File: config.mk
export PLATFORM = sky130hd
export DESIGN_NAME = pool_quant_pack_flat
export DESIGN_NICKNAME = d
export VERILOG_FILES = /design/src/rtl/pool_quant_pack_if.sv /design/src/rtl/pool_quant_pack.sv /design/src/flat_wrapper.sv
export SDC_FILE = /design/constraint.sdc
export NUM_CORES = 1
export LEC_CHECK = 0
export BUFFER_PORTS_ARGS = -buffer_cell sky130_fd_sc_hd__buf_4
export CAP_MARGIN = 0
export CORE_UTILIZATION = 45
export DETAILED_ROUTE_END_ITERATION = 6
export GPL_ROUTABILITY_DRIVEN = 0
export HOLD_SLACK_MARGIN = 0.12
export PLACE_DENSITY_LB_ADDON = 0.08
export SYNTH_ARGS = -nofsm -noshare
export SYNTH_HDL_FRONTEND = slang
export SYNTH_SLANG_ARGS = --single-unit
File: constraint.sdc
create_clock -name clk -period 9.4 [get_ports clk]
set_input_delay 1.88 -clock clk [delete_from_list [all_inputs] [get_ports clk]]
set_output_delay 1.88 -clock clk [all_outputs]
set_load 0.01 [all_outputs]
File: src/rtl/pool_quant_pack_if.sv
// Stream bundle for pool_quant_pack: frame control, pixel input and packed-word output.
// The master drives frame control and pixels; the slave returns the FIFO head and overflow flag.
interface pool_quant_pack_if #(
  parameter int DATA_WIDTH = 25,
  parameter int W_BITS     = 7
);
  logic                  start;
  logic [W_BITS-1:0]     cfg_width;
  logic [4:0]            cfg_shift;
  logic                  in_valid;
  logic [DATA_WIDTH-1:0] in_data;
  logic                  flush;
  logic                  out_valid;
  logic                  out_ready;
  logic [31:0]           out_data;
  logic                  ovf;

  modport master (
    output start, cfg_width, cfg_shift, in_valid, in_data, flush, out_ready,
    input  out_valid, out_data, ovf
  );

  modport slave (
    input  start, cfg_width, cfg_shift, in_valid, in_data, flush, out_ready,
    output out_valid, out_data, ovf
  );
endinterface

File: src/rtl/pool_quant_pack.sv
// 2x2 stride-2 max pooling on a raster pixel stream, requantization to 8 bits,
// packing of four activations per 32-bit word, and a small output FIFO.
module pool_quant_pack #(
  parameter int DATA_WIDTH = 25,
  parameter int MAX_W      = 64,
  parameter int W_BITS     = 7,
  parameter int OUT_DEPTH  = 4
) (
  input  logic              clk,
  input  logic              rst_n,
  pool_quant_pack_if.slave  io_bus
);
  localparam int LB_DEPTH = MAX_W / 2;
  localparam int LB_AW    = $clog2(LB_DEPTH);
  localparam int PTR_W    = $clog2(OUT_DEPTH);

  logic [W_BITS-1:0]     r_width;
  logic [W_BITS-1:0]     r_col;
  logic [4:0]            r_shift;
  logic                  r_rowOdd;
  logic [DATA_WIDTH-1:0] r_pair;
  logic [31:0]           r_pack;
  logic [1:0]            r_byteCnt;
  logic [PTR_W:0]        r_wrPtr;
  logic [PTR_W:0]        r_rdPtr;
  logic                  r_ovf;
  logic [DATA_WIDTH-1:0] r_lineBuf [LB_DEPTH];
  logic [31:0]           r_fifoMem [OUT_DEPTH];

  logic                  w_accept;
  logic [LB_AW-1:0]      w_lbIdx;
  logic [DATA_WIDTH-1:0] w_lbRd;
  logic [DATA_WIDTH-1:0] w_hmax;
  logic [DATA_WIDTH-1:0] w_pooled;
  logic [DATA_WIDTH-1:0] w_shifted;
  logic [7:0]            w_q;
  logic                  w_byteValid;
  logic [2:0]            w_cntAfter;
  logic [31:0]           w_packNext;
  logic                  w_push;
  logic                  w_empty;
  logic                  w_full;
  logic                  w_pop;
  logic                  w_wrEn;
  logic                  w_drop;
  logic                  w_lastCol;

  assign w_accept    = io_bus.in_valid & ~io_bus.start;
  assign w_lbIdx     = r_col[LB_AW:1];
  assign w_lbRd      = r_lineBuf[w_lbIdx];
  assign w_hmax      = (io_bus.in_data > r_pair) ? io_bus.in_data : r_pair;
  assign w_pooled    = (w_lbRd > w_hmax) ? w_lbRd : w_hmax;
  assign w_shifted   = w_pooled >> r_shift;
  assign w_q         = (|w_shifted[DATA_WIDTH-1:8]) ? 8'hFF : w_shifted[7:0];
  assign w_byteValid = w_accept & r_col[0] & r_rowOdd;
  assign w_cntAfter  = {1'b0, r_byteCnt} + {2'b00, w_byteValid};
  assign w_lastCol   = (r_col == r_width - W_BITS'(1));

  // The pack register is zeroed after every push, so a flushed partial word already has zero upper bytes.
  always_comb begin
    w_packNext = r_pack;
    if (w_byteValid) begin
      w_packNext[{r_byteCnt, 3'b000} +: 8] = w_q;
    end
  end

  assign w_push  = ~io_bus.start &
                   ((w_cntAfter == 3'd4) | (io_bus.flush & (w_cntAfter != 3'd0)));
  assign w_empty = (r_wrPtr == r_rdPtr);
  assign w_full  = (r_wrPtr[PTR_W-1:0] == r_rdPtr[PTR_W-1:0]) &
                   (r_wrPtr[PTR_W] != r_rdPtr[PTR_W]);
  assign w_pop   = ~w_empty & io_bus.out_ready;
  assign w_wrEn  = w_push & (~w_full | w_pop);
  assign w_drop  = w_push & w_full & ~w_pop;

  assign io_bus.out_valid = ~w_empty;
  assign io_bus.out_data  = w_empty ? 32'd0 : r_fifoMem[r_rdPtr[PTR_W-1:0]];
  assign io_bus.ovf       = r_ovf;

  always_ff @(posedge clk or negedge rst_n) begin
    if (!rst_n) begin
      r_width   <= '0;
      r_shift   <= '0;
      r_col     <= '0;
      r_rowOdd  <= 1'b0;
      r_pair    <= '0;
      r_pack    <= '0;
      r_byteCnt <= '0;
      r_wrPtr   <= '0;
      r_rdPtr   <= '0;
      r_ovf     <= 1'b0;
    end else if (io_bus.start) begin
      r_width   <= io_bus.cfg_width;
      r_shift   <= io_bus.cfg_shift;
      r_col     <= '0;
      r_rowOdd  <= 1'b0;
      r_pair    <= '0;
      r_pack    <= '0;
      r_byteCnt <= '0;
      r_wrPtr   <= '0;
      r_rdPtr   <= '0;
      r_ovf     <= 1'b0;
    end else begin
      if (w_accept) begin
        if (!r_col[0]) begin
          r_pair <= io_bus.in_data;
        end
        if (w_lastCol) begin
          r_col    <= '0;
          r_rowOdd <= ~r_rowOdd;
        end else begin
          r_col <= r_col + W_BITS'(1);
        end
      end
      r_pack    <= w_push ? 32'd0 : w_packNext;
      r_byteCnt <= w_push ? 2'd0 : w_cntAfter[1:0];
      if (w_wrEn) begin
        r_wrPtr <= r_wrPtr + (PTR_W+1)'(1);
      end
      if (w_pop) begin
        r_rdPtr <= r_rdPtr + (PTR_W+1)'(1);
      end
      if (w_drop) begin
        r_ovf <= 1'b1;
      end
    end
  end

  // Storage arrays carry no reset; the pointers and counters above decide what is live.
  always_ff @(posedge clk) begin
    if (w_accept && r_col[0] && !r_rowOdd) begin
      r_lineBuf[w_lbIdx] <= w_hmax;
    end
    if (w_wrEn) begin
      r_fifoMem[r_wrPtr[PTR_W-1:0]] <= w_packNext;
    end
  end
endmodule

File: src/flat_wrapper.sv
// flat-port wrapper written by rule: the top's interface ports become plain ports
module pool_quant_pack_flat 
#(
  parameter int DATA_WIDTH = 25,
  parameter int MAX_W      = 64,
  parameter int W_BITS     = 7,
  parameter int OUT_DEPTH  = 4
)
  (clk, rst_n, io_bus_start, io_bus_cfg_width, io_bus_cfg_shift, io_bus_in_valid, io_bus_in_data, io_bus_flush, io_bus_out_ready, io_bus_out_valid, io_bus_out_data, io_bus_ovf);
  pool_quant_pack_if #(.DATA_WIDTH(DATA_WIDTH), .W_BITS(W_BITS)) io_bus_i ();
  input  logic clk;
  input  logic rst_n;
  input wire logic [$bits(io_bus_i.start)-1:0] io_bus_start;
  input wire logic [$bits(io_bus_i.cfg_width)-1:0] io_bus_cfg_width;
  input wire logic [$bits(io_bus_i.cfg_shift)-1:0] io_bus_cfg_shift;
  input wire logic [$bits(io_bus_i.in_valid)-1:0] io_bus_in_valid;
  input wire logic [$bits(io_bus_i.in_data)-1:0] io_bus_in_data;
  input wire logic [$bits(io_bus_i.flush)-1:0] io_bus_flush;
  input wire logic [$bits(io_bus_i.out_ready)-1:0] io_bus_out_ready;
  output wire logic [$bits(io_bus_i.out_valid)-1:0] io_bus_out_valid;
  output wire logic [$bits(io_bus_i.out_data)-1:0] io_bus_out_data;
  output wire logic [$bits(io_bus_i.ovf)-1:0] io_bus_ovf;
  assign io_bus_i.start = io_bus_start;
  assign io_bus_i.cfg_width = io_bus_cfg_width;
  assign io_bus_i.cfg_shift = io_bus_cfg_shift;
  assign io_bus_i.in_valid = io_bus_in_valid;
  assign io_bus_i.in_data = io_bus_in_data;
  assign io_bus_i.flush = io_bus_flush;
  assign io_bus_i.out_ready = io_bus_out_ready;
  assign io_bus_out_valid = io_bus_i.out_valid;
  assign io_bus_out_data = io_bus_i.out_data;
  assign io_bus_ovf = io_bus_i.ovf;
  pool_quant_pack #(.DATA_WIDTH(DATA_WIDTH), .MAX_W(MAX_W), .W_BITS(W_BITS), .OUT_DEPTH(OUT_DEPTH)) u_core (.clk(clk), .rst_n(rst_n), .io_bus(io_bus_i));
endmodule
; ---- Yosys cells after proc, flatten, opt, wreduce, memory -nomap -nowiden
; Memories as Yosys holds them, arrays and structs flattened.
; Cells that the tools add are included.
[totals]
regBits = 86
latch_bits = 0
ramBits = 928
mem_bits_ro = 0
inputBits = 43
out_inout_bits = 34
memories = 2
[mem_list]
columns = name, depth, word_bits, rd, rd_ports_with_merged_regs, write_ports, line_no
row1 = u_core.r_lineBuf, 32, 25, 1, 0, 1, pool_quant_pack.sv:27  ; logic [DATA_WIDTH-1:0] r_lineBuf [LB_DEPTH];
row2 = u_core.r_fifoMem, 4, 32, 1, 0, 1, pool_quant_pack.sv:28  ; logic [31:0] r_fifoMem [OUT_DEPTH];
[op_classes]
n_addsub = 6
n_mul = 0
n_div = 0
n_lt_le_gt_ge = 2
n_eq_ne = 6
shift = 3
muxes = 29
bitwise_logic = 17
reduce_logical = 12
[ops]
columns = cell, n
row1 = two-way mux 32 bit, 4
row2 = two-way mux 25 bit, 5
row3 = > comparator 25 bit, 2
row4 = bitwise mux 32 bit, 1
row5 = "variable shift 8 x 7 -> 32 bit, first input constant", 1
row6 = indexed part select 8 x 7 -> 32 bit, 1
row7 = >> shifter 25 x 5 -> 25 bit, 1
row8 = two-way mux 7 bit, 3
row9 = OR reduction 17 bit, 1
row10 = two-way mux 3 bit, 4
row11 = AND 1 bit, 10
row12 = nonzero test 2 bit, 5
row13 = two-way mux 1 bit, 9
row14 = two-way mux 8 bit, 1
row15 = "adder 7 x 1 -> 7 bit, second input constant", 1
row16 = equality test 7 bit, 1
row17 = negation 5 -> 7 bit, 1
row18 = "subtractor 7 x 1 -> 7 bit, second input constant", 1
row19 = "adder 3 x 1 -> 3 bit, second input constant", 2
row20 = NOT 1 bit, 5
row21 = two-way mux 2 bit, 2
row22 = AND reduction 2 bit, 2
row23 = adder 2 x 1 -> 3 bit, 1
row24 = equality test 3 bit, 1
row25 = other kinds (8), 10

; ---- Logic depth before layout (Yosys ltp)
[depth]
ltp_word = 13
mapped_depth = 27
mapped_depth_nobuf = 23

; ---- Worst setup path before layout
; OpenSTA, ideal clock, no wires.
[synth_timing]
path_kind = input port to flip-flop
from = input port io_bus_in_data[7]
to = memory u_core.r_fifoMem[0][7] (data pin)
setup_time_ns = 0.311
arrival_ns = 8.336
required_ns = 9.089
slack_ns = 0.753
path_stages = 23
path_buffers = 3
path_cell_list = ha_1 > and4_1 > and3b_1 > a2111o_1 > a211oi_2 > buf_4 > nor2_2 > o21ai_1 > inv_1 > ha_1 > nand4_1 > or4_1 > o31ai_1 > a21oi_1 > buf_6 > or3_1 > a32oi_2 > nand2_1 > o211a_2 > or4_4 > o311ai_4 > buf_6 > a41oi_1
[synth_between]
elab_chain_len = 10
[synth_lines]
columns = item, line_no
row1 = start: declaration, flat_wrapper.sv:17  ; input wire logic [$bits(io_bus_i.in_data)-1:0] io_bus_in_data;
row2 = > comparator 25 bit (*), pool_quant_pack.sv:51  ; assign w_hmax = (io_bus.in_data > r_pair) ? io_bus.in_data : r_pair;
row3 = two-way mux 25 bit (*), pool_quant_pack.sv:51
row4 = net u_core.w_hmax[9], pool_quant_pack.sv:33  ; logic [DATA_WIDTH-1:0] w_hmax;
row5 = > comparator 25 bit, pool_quant_pack.sv:52  ; assign w_pooled = (w_lbRd > w_hmax) ? w_lbRd : w_hmax;
row6 = two-way mux 25 bit (*), pool_quant_pack.sv:52
row7 = >> shifter 25 x 5 -> 25 bit (*), pool_quant_pack.sv:53  ; assign w_shifted = w_pooled >> r_shift;
row8 = OR reduction 17 bit, pool_quant_pack.sv:54  ; assign w_q = (|w_shifted[DATA_WIDTH-1:8]) ? 8'hFF : w_shifted[7:0];
row9 = two-way mux 8 bit (*), pool_quant_pack.sv:54
row10 = indexed part select 8 x 7 -> 32 bit (*), pool_quant_pack.sv:63  ; w_packNext[{r_byteCnt, 3'b000} +: 8] = w_q;
row11 = bitwise mux 32 bit (*), pool_quant_pack.sv:63
row12 = two-way mux 32 bit (*), pool_quant_pack.sv:62  ; if (w_byteValid) begin
row13 = net u_core.w_packNext[7], pool_quant_pack.sv:39  ; logic [31:0] w_packNext;
row14 = end: declaration, pool_quant_pack.sv:28
; The timed path passes the listed nets; every way through them passes the cells marked *.

; ---- Worst setup path in the final report
[layout_timing]
from = input port io_bus_in_data[6]
to = memory u_core.r_fifoMem[3][7] (data pin)
; The elaborated chain is that of the path after synthesis.

==> flow_metrics.py <==
metrics = {
    "die": {
        "die_y_um": 312,
        "io_pins": 77,
        "coreArea_um2": 95000,
        "die-area_um2": 97100,
        "start_util": 0.454,
        "die_width_um": 312,
        "std_cell_rows": 113,
    },
    "setup_path": {
        "r2r-end": "u_core.r_fifoMem[3][7]",
        "path_cells": "buf_4 > ha_1 > a211oi_1 > nor2_1 > a2111o_1 > a211o_1 > mux2_2 > inv_1 > ha_1 > nand4_1 > or4_1 > o31ai_1 > a21oi_2 > buf_4 > or3_1 > a32oi_1 > nand4_1 > a21oi_1 > nor3_1 > buf_4 > a21oi_4 > buf_4 > a41oi_1",
        "cp_data_required_time_ns": 9.74,
        "path_class": "in2reg",
        "cp-end-kind": "register",
        "worstPathArrival_ns": 8.87,
        "cp_slowest_cell": "mux2_2",
        "rr_startpoint": "u_core.r_col[1]",
        "startpoint_type": "input port",
        "cp_max_fo": 36,
        "rrSetupSlack_ns": 1.41,
        "r2r_cells": 20,
        "cp_common_cell": "buf_4",
        "cpPeakStageDelay_ns": 0.70,
    },
    "timing": {
        "grt_setup_unrepaired": "false",
        "worst_pin_slew_ns": 1.29,
        "fin_tns_setup_ns": 0,
        "period_minus_slack_ns": 8.52,
        "finalCritPeriodShare": 0.907,
        "fin_worst_skew_ns": 0.0489,
        "slew_viol_final": 0,
        "slew_headroom": 0.133,
        "fmax_mhz": 117,
        "setup_viol": 0,
        "hold_viol_final": 0,
    },
    "global_route": {
        "grt_pass1_wl_um": 175000,
        "grt_antenna_before_repair": 3,
        "grt_max_degree": 74,
        "grt_pass1_vias": 24400,
        "grt_overflow": 0,
        "grt_usage": 0.251,
    },
    "synthesis": {
        "synth_area_um2": 43100,
        "avgSynthCellArea_um2": 17.8,
        "netlist_instances": 2428,
        "ys.flop_type": "edfxtp_1",
        "yosysTopAreaCell": "edfxtp_1",
        "ys_seq_elements": 1014,
        "syn_nets": 2535,
        "synth_area_leaders": "edfxtp_1 65%, mux4_2 12%, dfrtp_1 5.0%",
        "yosys_warnings": 0,
        "synth-edff-count": 928,
        "yosysSeqAreaShare": 0.696,
        "synthArstFlopShare": 0.0848,
        "synth.distinct_cells": 87,
        "synth_top_area_share": 0.646,
    },
    "routing": {
        "dr.pass1.iters": 6,
        "drt-initial-drc-count": 2966,
        "ant_nets": 0,
        "drc": 0,
        "finalWirelength_um": 121000,
        "routed-via-count": 24300,
        "viasPerCell": 6.21,
        "wl_per_cell_um": 31.0,
    },
    "final_layout": {
        "syn_to_final_growth_pct": 14.0,
        "seq_area_um2": 30000,
        "multi_input_area_um2": 12400,
        "nNetsFinal": 2665,
        "fillers": 7732,
        "diodes": 0,
        "final_util": 0.517,
        "drive_gt1_frac": 0.255,
    },
    "min_path": {
        "hold_path_depth": 1,
        "holdPathEnd": "u_core.r_pair[23]",
        "hold_class": "reg2reg",
        "hold_start": "u_core.r_pair[23]",
    },
    "power": {
        "ir_drop_mv": 0.161,
        "leakage_nw": 16.0,
        "power_density_nw_per_um2": 218,
    },
    "clock_network": {
        "tritoncts": "done",
        "cts.repair.resized": 0,
        "cts_buffer_depth": 3,
        "clk_pin_slew_ns": 0.06,
        "post-cts-setup-buffer-count": 0,
        "cts-buffers-inserted": 106,
        "cts_hold_buffers": 0,
        "htreeDepth": 3,
        "clockRootBuffer": "clkbuf_16",
        "clock_latency_ns": 0.70,
        "clock-sinks": 1014,
    },
    "outcome": {
        "status": "complete, no violations",
    },
    "placed_design": {
        "numPortBuffers": 76,
        "dp_hpwl_um": 67200,
    },
    "job": {
        "cap_violations": 0,
    },
}
-- cells in the final DEF, fill, tap and decap left out, drive strengths merged, types with 11 or more instances in the layout --
cell type | Yosys | routed
and2 | 21 | 21
mux2 | 11 | 11
ha | 64 | 64
bufinv | 0 | 11
a22oi | 83 | 83
a32oi | 18 | 18
nor2b | 35 | 35
mux2i | 15 | 15
a211oi | 23 | 23
clkbuf | 85 | 126
nand2 | 90 | 90
or3 | 12 | 12
nor3 | 17 | 17
nand2b | 24 | 24
nand3 | 22 | 22
o32ai | 12 | 12
a21oi | 81 | 81
buf | 64 | 171
dfrtp | 86 | 86
a41oi | 32 | 32
a22o | 39 | 39
a31oi | 14 | 14
a2111oi | 15 | 15
nor2 | 105 | 105
inv | 73 | 75
edfxtp | 928 | 928
clkinv | 2 | 51
nor4 | 12 | 12
mux4 | 239 | 239
nand4 | 27 | 27
o21ai | 64 | 64
and4 | 11 | 11
-- worst max path at each step --
stage | from | end | slack (ns) | depth (start not counted)
6_report | io_bus_in_data[6] | u_core.r_fifoMem[3][7] | 0.88 | 23
5_1_grt | io_bus_in_data[6] | u_core.r_fifoMem[1][3] | 0.40 | 22
4_1_cts | io_bus_in_data[6] | u_core.r_fifoMem[0][26] | 1.04 | 22
3_5_place_dp | io_bus_in_data[6] | u_core.r_fifoMem[1][15] | 0.35 | 22
3_3_place_gp | io_bus_in_data[6] | u_core.r_fifoMem[0][15] | 0.49 | 23
2_1_floorplan | io_bus_in_data[7] | u_core.r_fifoMem[0][7] | 0.75 | 23
-- power by group --
group / internal, mW / switching, mW / leakage [nW] / total, mW
logic: 0.525 / 0.888 / 4.70 / 1.41
registers: 5.06 / 0.0490 / 9.61 / 5.11
clock network: 2.44 / 1.77 / 1.71 / 4.21
-- final cells by class --
class                           instances  area share
Sequential cell                      1014       0.611
Multi-Input combinational cell       1190       0.251
Clock buffer                          126      0.0572
Tap cell                             1265      0.0322
Timing Repair Buffer                  171      0.0282
Clock inverter                         70      0.0144
Inverter                               75     0.00573
-- stage by stage --
step	std cells	total power, mW	hold slack [ns]	area (um^2)	setup slack, ns
3_3_place_gp	3715	6.58	0.489	45600	0.492
6_report	3911	10.7	0.508	49200	0.876
2_1_floorplan	2428	6.15	0.473	43100	0.753
4_1_cts	3911	10.8	0.509	49200	1.04
5_1_grt	3911	11.1	0.526	49200	0.399
3_5_place_dp	3715	6.60	0.493	45600	0.347
-- flip-flops by register name (all words and copies together), names as in the netlist --
name / count
u_core.r_rdPtr: 3
u_core.r_width: 7
u_core.r_rowOdd: 1
u_core.r_fifoMem: 128
u_core.io_bus.ovf: 1
u_core.r_shift: 5
u_core.r_col: 7
u_core.r_pair: 25
u_core.r_lineBuf: 800
u_core.r_byteCnt: 2
u_core.r_pack: 32
u_core.r_wrPtr: 3
-- cells by family after synthesis --
| group | Yosys count | share of synthesized area |
|---|---|---|
| AO/OA/AOI/OAI | 439 | 0.0774 |
| XOR/XNOR | 16 | 0.00325 |
| adder cells (fa/ha/maj) | 64 | 0.0186 |
| buffers and inverters | 224 | 0.0247 |
| flip-flops | 1014 | 0.696 |
| multiplexers | 265 | 0.131 |
| AND/OR/NAND/NOR | 406 | 0.0488 |
-- critical path, delay by kind of cell --
family | cells | cell delay [ns]
multiplexers | 1 | 0.70
AND/OR/NAND/NOR | 6 | 1.49
AO/OA/AOI/OAI | 9 | 2.99
adder cells (fa/ha/maj) | 2 | 0.66
buffers and inverters | 5 | 1.09
-- per-layer routing --
metal,wire (um),global-route usage,vias to the layer above,share of wire
met3,7320,0.0357,174,0.060
met1,52200,0.358,13000,0.43
met2,58800,0.408,856,0.48
met5,13,0,-,0.00011
met4,3010,0.0643,2,0.025
li1,-,-,10200,-
-- synth_stat cells (all sizes together) (4+ instances only) --
master and n:
a2111oi 15, a211o 4, a211oi 23, a21oi 81, a221oi 4, a22o 39, a22oi 83, a311oi 4
a31oi 14, a32oi 18, a41oi 32, and2 21, and3 8, and3b 4, and4 11, buf 64
clkbuf 85, dfrtp 86, edfxtp 928, ha 64, inv 73, mux2 11, mux2i 15, mux4 239
nand2 90, nand2b 24, nand3 22, nand4 27, nor2 105, nor2b 35, nor3 17, nor4 12
o21ai 64, o22ai 6, o311ai 4, o31ai 9, o32ai 12, or2 4, or3 12, xnor2 7
xor2 9
Power figures use the tool's default switching activity.
